==> src/rtl/fft_pkg.sv <==
// Shared FFT datapath definitions: default widths, the packed complex type
// and the saturation/rounding constants used by the butterfly pipeline.
package fft_pkg;

  localparam int DATA_W = 16;
  localparam int FRAC_W = 15;

  typedef struct packed {
    logic signed [DATA_W-1:0] re;
    logic signed [DATA_W-1:0] im;
  } cplx_t;

  localparam logic signed [DATA_W-1:0] SAT_MAX = {1'b0, {(DATA_W-1){1'b1}}};
  localparam logic signed [DATA_W-1:0] SAT_MIN = {1'b1, {(DATA_W-1){1'b0}}};
  localparam int ROUND_BIAS = 1 << (FRAC_W - 1);

endpackage

==> src/rtl/complex_mult.sv <==
// Complex multiply B*W: registered partial products, then combinational
// round-half-up, arithmetic shift by FRAC_W and saturation to DATA_W bits.
module complex_mult
  import fft_pkg::*;
#(
  parameter int DATA_W = fft_pkg::DATA_W,
  parameter int FRAC_W = fft_pkg::FRAC_W
) (
  input  logic                       clk,
  input  logic                       rst,
  input  logic                       in_valid,
  input  logic [2*DATA_W-1:0]        b_in,
  input  logic [2*DATA_W-1:0]        w_in,
  output logic signed [DATA_W-1:0]   p_re,
  output logic signed [DATA_W-1:0]   p_im
);

  localparam int PW = 2*DATA_W + 2;
  localparam int MW = 2*DATA_W;
  localparam logic signed [PW-1:0] RND  = PW'(1) << (FRAC_W - 1);
  localparam logic signed [PW-1:0] SMAX = {{(PW-DATA_W+1){1'b0}}, {(DATA_W-1){1'b1}}};
  localparam logic signed [PW-1:0] SMIN = {{(PW-DATA_W+1){1'b1}}, {(DATA_W-1){1'b0}}};

  logic signed [DATA_W-1:0] w_br, w_bi, w_wr, w_wi;
  logic signed [MW-1:0]     r_brwr, r_biwi, r_brwi, r_biwr;
  logic signed [PW-1:0]     w_re_full, w_im_full, w_re_shr, w_im_shr;

  assign w_br = b_in[2*DATA_W-1:DATA_W];
  assign w_bi = b_in[DATA_W-1:0];
  assign w_wr = w_in[2*DATA_W-1:DATA_W];
  assign w_wi = w_in[DATA_W-1:0];

  always_ff @(posedge clk) begin
    if (rst) begin
      r_brwr <= '0;
      r_biwi <= '0;
      r_brwi <= '0;
      r_biwr <= '0;
    end else if (in_valid) begin
      r_brwr <= MW'(w_br) * MW'(w_wr);
      r_biwi <= MW'(w_bi) * MW'(w_wi);
      r_brwi <= MW'(w_br) * MW'(w_wi);
      r_biwr <= MW'(w_bi) * MW'(w_wr);
    end
  end

  function automatic logic signed [DATA_W-1:0] sat(input logic signed [PW-1:0] v);
    if (v > SMAX)      return SMAX[DATA_W-1:0];
    else if (v < SMIN) return SMIN[DATA_W-1:0];
    else               return v[DATA_W-1:0];
  endfunction

  // Two guard bits above the exact product sum keep the rounding add overflow-free.
  assign w_re_full = PW'(r_brwr) - PW'(r_biwi) + RND;
  assign w_im_full = PW'(r_brwi) + PW'(r_biwr) + RND;
  assign w_re_shr  = w_re_full >>> FRAC_W;
  assign w_im_shr  = w_im_full >>> FRAC_W;

  assign p_re = sat(w_re_shr);
  assign p_im = sat(w_im_shr);

endmodule

==> src/rtl/butterfly_unit.sv <==
// Radix-2 DIT butterfly: a_out = A + W*B, b_out = A - W*B, two-cycle
// pipeline with saturating add/sub and no output scaling.
module butterfly_unit
  import fft_pkg::*;
#(
  parameter int DATA_W = fft_pkg::DATA_W,
  parameter int FRAC_W = fft_pkg::FRAC_W
) (
  input  logic                clk,
  input  logic                rst,
  input  logic                in_valid,
  input  logic [2*DATA_W-1:0] a_in,
  input  logic [2*DATA_W-1:0] b_in,
  input  logic [2*DATA_W-1:0] w_in,
  output logic                out_valid,
  output logic [2*DATA_W-1:0] a_out,
  output logic [2*DATA_W-1:0] b_out
);

  logic [2*DATA_W-1:0]      r_a;
  logic                     r_v1, r_v2;
  logic [2*DATA_W-1:0]      r_a_out, r_b_out;
  logic signed [DATA_W-1:0] w_p_re, w_p_im;
  logic signed [DATA_W-1:0] w_a_re, w_a_im;

  complex_mult #(
    .DATA_W (DATA_W),
    .FRAC_W (FRAC_W)
  ) u_cmul (
    .clk      (clk),
    .rst      (rst),
    .in_valid (in_valid),
    .b_in     (b_in),
    .w_in     (w_in),
    .p_re     (w_p_re),
    .p_im     (w_p_im)
  );

  function automatic logic [DATA_W-1:0] addsat(input logic signed [DATA_W-1:0] x,
                                               input logic signed [DATA_W-1:0] y,
                                               input logic sub);
    logic [DATA_W:0] s;
    s = sub ? ({x[DATA_W-1], x} - {y[DATA_W-1], y})
            : ({x[DATA_W-1], x} + {y[DATA_W-1], y});
    if (s[DATA_W] != s[DATA_W-1])
      return s[DATA_W] ? {1'b1, {(DATA_W-1){1'b0}}} : {1'b0, {(DATA_W-1){1'b1}}};
    return s[DATA_W-1:0];
  endfunction

  // Stage 1: A travels alongside the partial products held inside complex_mult.
  always_ff @(posedge clk) begin
    if (rst) begin
      r_a  <= '0;
      r_v1 <= 1'b0;
    end else begin
      r_v1 <= in_valid;
      if (in_valid) r_a <= a_in;
    end
  end

  assign w_a_re = r_a[2*DATA_W-1:DATA_W];
  assign w_a_im = r_a[DATA_W-1:0];

  always_ff @(posedge clk) begin
    if (rst) begin
      r_v2    <= 1'b0;
      r_a_out <= '0;
      r_b_out <= '0;
    end else begin
      r_v2 <= r_v1;
      if (r_v1) begin
        r_a_out <= {addsat(w_a_re, w_p_re, 1'b0), addsat(w_a_im, w_p_im, 1'b0)};
        r_b_out <= {addsat(w_a_re, w_p_re, 1'b1), addsat(w_a_im, w_p_im, 1'b1)};
      end
    end
  end

  assign out_valid = r_v2;
  assign a_out     = r_a_out;
  assign b_out     = r_b_out;

endmodule

==> config.mk <==
export PLATFORM = sky130hd
export DESIGN_NAME = butterfly_unit
export DESIGN_NICKNAME = d
export VERILOG_FILES = /design/src/rtl/fft_pkg.sv /design/src/rtl/complex_mult.sv /design/src/rtl/butterfly_unit.sv
export SDC_FILE = /design/constraint.sdc
export NUM_CORES = 2
export LEC_CHECK = 0
export ABC_AREA = 1
export CAP_MARGIN = 30
export CORE_ASPECT_RATIO = 0.6
export CORE_MARGIN = 2
export CORE_UTILIZATION = 63
export CTS_BUF_LIST = sky130_fd_sc_hd__clkbuf_4
export DETAILED_ROUTE_END_ITERATION = 8
export DONT_BUFFER_PORTS = 1
export PLACE_DENSITY = 0.81
export SYNTH_ARGS = -nofsm -noshare
export SYNTH_HDL_FRONTEND = slang
export SYNTH_SLANG_ARGS = --single-unit
==> constraint.sdc <==
create_clock -name clk -period 17.65 [get_ports clk]
set_input_delay 4.4125 -clock clk [delete_from_list [all_inputs] [get_ports clk]]
set_output_delay 4.4125 -clock clk [all_outputs]
set_load 0.02 [all_outputs]
# Yosys cells after proc, flatten, opt, wreduce, memory -nomap -nowiden
# Index checks and enable logic that the tools add are counted.
# word_totals
inputBits,99
latchBits,0
memories,0
regBits,226
wordCells,57
mem_bits_rw,0
output_inout_bits,65
romBits,0
# op_classes
magnitude_cmp,4
n_mul,4
bitwise_logic,0
eq_ne,4
n_mux,28
div,0
n_reduce_logical,0
n_addsub,8
shifts,0
# op_table
cell,count
2-to-1 mux 16 bit,16
multiplier 16 x 16 -> 32 bit,4
"adder 33 x 16 -> 34 bit, second input constant",2
"> comparator 19 x 16 -> 1 bit, second input constant",2
"< comparator 19 x 16 -> 1 bit, second input constant",2
adder 16 x 16 -> 17 bit,2
subtractor 16 x 16 -> 17 bit,2
adder 32 x 32 -> 33 bit,1
subtractor 32 x 32 -> 33 bit,1
2-to-1 mux 1 bit,12
inequality test 1 bit,4

# Depth between registers and ports, before layout
# logic_depth
word_depth,11
depth_mapped,35

# By module
# A second synthesis with hierarchy kept.
# hier_totals
cells_unflattened,8049
hier_area_um2,58748.8
# modules_own_cells
mod,cells_per_inst,instances,seq_area_each_um2,area_each_um2
complex_mult,6963,1,2562.5,51379.3
butterfly_unit,1086,1,1961.9,7369.6

# Least setup slack after synthesis
# Ideal clock, no wire load.
# synth_path
path_type,input to register
start,input b_in[15]
end,register u_cmul.r_biwi[27]
slack_ns,8.025
n_path_buf,1
stages,21
required_time_ns,17.594
arrival_time_ns,9.569
cell_sequence,clkbuf_1 -> nand2_1 -> inv_1 -> fa_1 -> fa_1 -> inv_1 -> fa_1 -> fa_1 -> fa_1 -> fa_1 -> inv_1 -> ha_1 -> nand2_1 -> nor3_1 -> nand4_1 -> nand3_1 -> a21oi_1 -> or2_2 -> nand3_1 -> nand2_1 -> inv_1
# synth_between
elab_chain_cells,1
# synth_rtl
item,line,text
"start, declared",butterfly_unit.sv:13,"input logic [2*DATA_W-1:0] b_in,"
multiplier 16 x 16 -> 32 bit,complex_mult.sv:41,r_biwi <= MW'(w_bi) * MW'(w_wi);
"end signal, assigned",complex_mult.sv:41,
"end, declared",complex_mult.sv:25,"logic signed [MW-1:0] r_brwr, r_biwi, r_brwi, r_biwr;"
# Every way passes these cells.
# A chain may end at the register's enable or synchronous reset.

# Worst setup path after layout
# layout_path
start,input b_in[31]
end,register u_cmul.r_brwi[31]
# layout_between
elab_chain_cells,1
# layout_rtl
item,line,text
multiplier 16 x 16 -> 32 bit,complex_mult.sv:42,r_brwi <= MW'(w_br) * MW'(w_wi);
"end signal, assigned",complex_mult.sv:42,
"end, declared",complex_mult.sv:25,
# Every way passes these cells.

==> summary.log <==
qor: place.port_buffer_count 0
qor: route.route.final.wire_length 174400 microns
qor: logic_synthesis.ys.warnings.count 0
qor: setup_path.critical_path.most_common_cell sky130_fd_sc_hd__fa_1
qor: worst_hold_path.min_to u_cmul.r_biwi[4]
qor: logic_synthesis.post_synth_inst_count 7853
qor: route.via_per_inst 5.561
qor: grt.first_global_vias 50770
qor: cts.latest_clock_arrival_within_the_worst_skew_pair 0.79 ns
qor: logic_synthesis.synth_area 0.05785 sq mm
qor: place.finalWeightedCongestion 1.016
qor: sta.timing.clock.skew 0.03949 ns
qor: grt.grt_start_max_net_pins 189
qor: setup_path.timing_worst_setup_path_type primary input to flip-flop
qor: logic_synthesis.synth_top_area_share 36.41%
qor: route.drt-initial-drc-count 5056
qor: logic_synthesis.postSynthRegisterBits 226
qor: floorplanning.row_count 86
qor: route.detailedRoute.firstPassIterationCount 6
qor: grt.grtUsageTotal 38.01%
qor: setup_path.rrSetupSlack 11.85 ns
qor: cts.cts_hold_buffers 0
qor: sta.timing.fmax 106.6 MHz
qor: route.wl_per_cell 19.59 microns
qor: setup_path.r2r.worst_path.cells 27
qor: floorplanning.io_pins 164
qor: setup_path.critPathCaptureType flip-flop
qor: setup_path.crit_start b_in[31]
qor: floorplanning.fp.dieW 395.2 microns
qor: cts.cts_clock_pin_slew_for_the_worst_setup_and_hold_paths 0.07 ns
qor: logic_synthesis.ys_top_cells_by_area sky130_fd_sc_hd__fa_1, sky130_fd_sc_hd__inv_1, sky130_fd_sc_hd__nand2_1
qor: grt.wire_length_of_the_first_global_routing_pass 280300 microns
qor: logic_synthesis.post_synth_most_frequent_cells sky130_fd_sc_hd__inv_1, sky130_fd_sc_hd__nand2_1, sky130_fd_sc_hd__fa_1
qor: cts.postCtsSetupBuffers 0
qor: cells_and_area.drive_gt1_share 2.335%
qor: setup_path.cp_slowest_cell sky130_fd_sc_hd__fa_1
qor: sta.relSlewSlack 32.35%
qor: logic_synthesis.synth_top_area_cell sky130_fd_sc_hd__fa_1
qor: grt.grt-ovfl-total 0
qor: sta.final_hold_viol_count 0
qor: sta.worst_pin_slew 1.015 ns
qor: setup_path.required 18.34 ns
qor: logic_synthesis.synth_cell_types 51
qor: floorplanning.fp.dieH 238.7 microns
qor: setup_path.slowest_delay 0.91 ns
qor: logic_synthesis.syn_nets 9522
qor: logic_synthesis.syn-mean-instance-area 7.366 sq um
qor: floorplanning.initial_utilization 63.32%
qor: cells_and_area.areaGrowthSynthToFinish 1.983%
qor: place.placed_area 0.05824 sq mm
qor: sta.fin_setup_tns 0 ns
qor: route.vias 49510
qor: job.maxCapViolations 0
qor: cts.cts.htree.levels 2
qor: cts.numCtsBuffers 54
qor: sta.setup_viol 0
qor: floorplanning.core_area 0.09136 sq mm
qor: setup_path.worstSetupStartpointType primary input
qor: cells_and_area.final_stage_net_count 9292
qor: setup_path.cp_data_arrival_time 10.07 ns
qor: cts.cts_repair_resize_count 0
qor: worst_hold_path.hold_path_startpoint u_cmul.r_biwi[4]
qor: grt.grt_antenna_before_repair 4
qor: cts.clock_sink_count 226
qor: logic_synthesis.seq_area_frac_synth 7.821%
qor: sta.rsz0062_at_grt false
qor: cells_and_area.layout.cell_area.non_filler 0.05899 sq mm
qor: sta.layout_worst_path_cycle_share 53.15%
qor: setup_path.reg2reg_from u_cmul.r_brwr[19]
qor: worst_hold_path.min_path_cells 2
qor: sta.pins_over_their_slew_limit 0
qor: sta.period_minus_slack 9.381 ns
qor: place.place.detailed.hpwl 142200 microns
qor: setup_path.r2r_end b_out[24]
qor: cts.ctsLongestPathBuffers 3
qor: logic_synthesis.synthMostInstantiatedCell sky130_fd_sc_hd__inv_1
qor: setup_path.cp_cell_sequence nand2_1 -> inv_1 -> fa_1 -> fa_1 -> inv_1 -> fa_1 -> fa_1 -> fa_1 -> fa_1 -> inv_1 -> ha_1 -> nand2_1 -> o21ai_0 -> a21oi_1 -> o211ai_1 -> inv_1 -> nand2_1 -> nand3_1 -> nand2_1 -> inv_1
qor: setup_path.worstPathMaxFanout 32
qor: worst_hold_path.worst_hold_path_type flip-flop to flip-flop
qor: logic_synthesis.ys_dominant_reg_cell sky130_fd_sc_hd__dfxtp_1
qor: route.postRouteAntennaNets 0
qor: logic_synthesis.synth-edff-count 0
qor: route.route.detailed.drc 0
qor: logic_synthesis.synth-async-reset-ratio 0%
qor: cts.tritoncts yes
qor: floorplanning.die_area 0.09434 sq mm
qor: cts.ctsRootBufferMaster sky130_fd_sc_hd__clkbuf_4
qor: status.outcome finished clean
## cells by family after synthesis
kind of cell	count (synthesis)	share of synthesized area [%]
buffers and inverters	2323	15.24
adder cells (fa/ha/maj)	1570	47.61
AND/OR/NAND/NOR	2757	19.08
flip-flops	226	7.821
XOR/XNOR	157	2.377
multiplexers	2	0.03461
AO/OA/AOI/OAI	818	7.830
## per-stage QoR
stage / hold slack (ns) / cells / util, % / worst slack, ns
floorplan: 0.4395 / 7853 / - / 8.025
global placement: 0.4472 / 8799 / 63.75 / 7.533
detailed placement: 0.4521 / 8799 / 63.75 / 7.477
CTS: 0.4641 / 8898 / 64.56 / 8.322
global route: 0.4972 / 8901 / 64.57 / 8.047
finish: 0.4729 / 8903 / 64.58 / 8.269
## flip-flops by register name, summed over array words and instances (netlist names)
name	cells
a_out	32
u_cmul.r_brwr	32
r_v1	1
b_out	32
u_cmul.r_brwi	32
u_cmul.r_biwr	32
r_a	32
out_valid	1
u_cmul.r_biwi	32
## cells in the final DEF, fill, tap and decap left out, types with 8 or more instances in the layout
| cell | n |
|---|---|
| sky130_fd_sc_hd__a21o_1 | 20 |
| sky130_fd_sc_hd__a21oi_1 | 362 |
| sky130_fd_sc_hd__a21oi_2 | 13 |
| sky130_fd_sc_hd__a31o_2 | 14 |
| sky130_fd_sc_hd__a31oi_1 | 14 |
| sky130_fd_sc_hd__clkbuf_4 | 80 |
| sky130_fd_sc_hd__clkinv_1 | 9 |
| sky130_fd_sc_hd__dfxtp_1 | 225 |
| sky130_fd_sc_hd__fa_1 | 1052 |
| sky130_fd_sc_hd__ha_1 | 518 |
| sky130_fd_sc_hd__inv_1 | 2024 |
| sky130_fd_sc_hd__nand2_1 | 1918 |
| sky130_fd_sc_hd__nand2_2 | 17 |
| sky130_fd_sc_hd__nand3_1 | 226 |
| sky130_fd_sc_hd__nand4_1 | 53 |
| sky130_fd_sc_hd__nor2_1 | 441 |
| sky130_fd_sc_hd__nor2_2 | 10 |
| sky130_fd_sc_hd__nor3_1 | 52 |
| sky130_fd_sc_hd__nor4_1 | 8 |
| sky130_fd_sc_hd__o211ai_1 | 30 |
| sky130_fd_sc_hd__o21ai_0 | 287 |
| sky130_fd_sc_hd__o21bai_1 | 36 |
| sky130_fd_sc_hd__or2_2 | 11 |
| sky130_fd_sc_hd__xnor2_1 | 42 |
| sky130_fd_sc_hd__xor2_1 | 115 |
## worst max-delay path: cells and delay by family
family / cells / cell delay [ns]
fa+ha+maj: 7 / 3.87
buf+inv: 5 / 0.39
simple gates: 5 / 0.63
compound gates: 3 / 0.73
## per-layer routing
layer / up-vias / routed length [microns] / GRT usage [%]
met2: 2533 / 70710 / 54.65
li1: 22770 / - / -
met3: 319 / 21670 / 10.44
met1: 23890 / 77440 / 56.52
met4: 0 / 4600 / 9.796
met5: - / 0 / 0
## worst max-delay path by stage
stage	to	slack, ns	cells past startpoint
final	u_cmul.r_brwi[31]	8.27	20
after global routing	u_cmul.r_brwi[31]	8.05	20
after CTS	u_cmul.r_brwi[31]	8.32	20
after detailed placement	u_cmul.r_brwi[31]	7.48	20
after global placement	u_cmul.r_brwi[31]	7.53	20
after floorplan	u_cmul.r_biwi[27]	8.02	21
## area by class of cell
class / count / area [sq um]
Multi-Input combinational cell: 5304 / 44500
Fill cell: 8212 / 32360
Inverter: 2033 / 7635
Sequential cell: 226 / 4526
Tap cell: 1232 / 1541
Clock buffer: 80 / 600.6
Clock inverter: 19 / 143.9
Timing Repair Buffer: 4 / 30.03
Antenna cell: 5 / 12.51
Power is left out: the tool's default activity adds up to more than one toggle a clock period on the data nets, which glitch-free logic cannot reach.
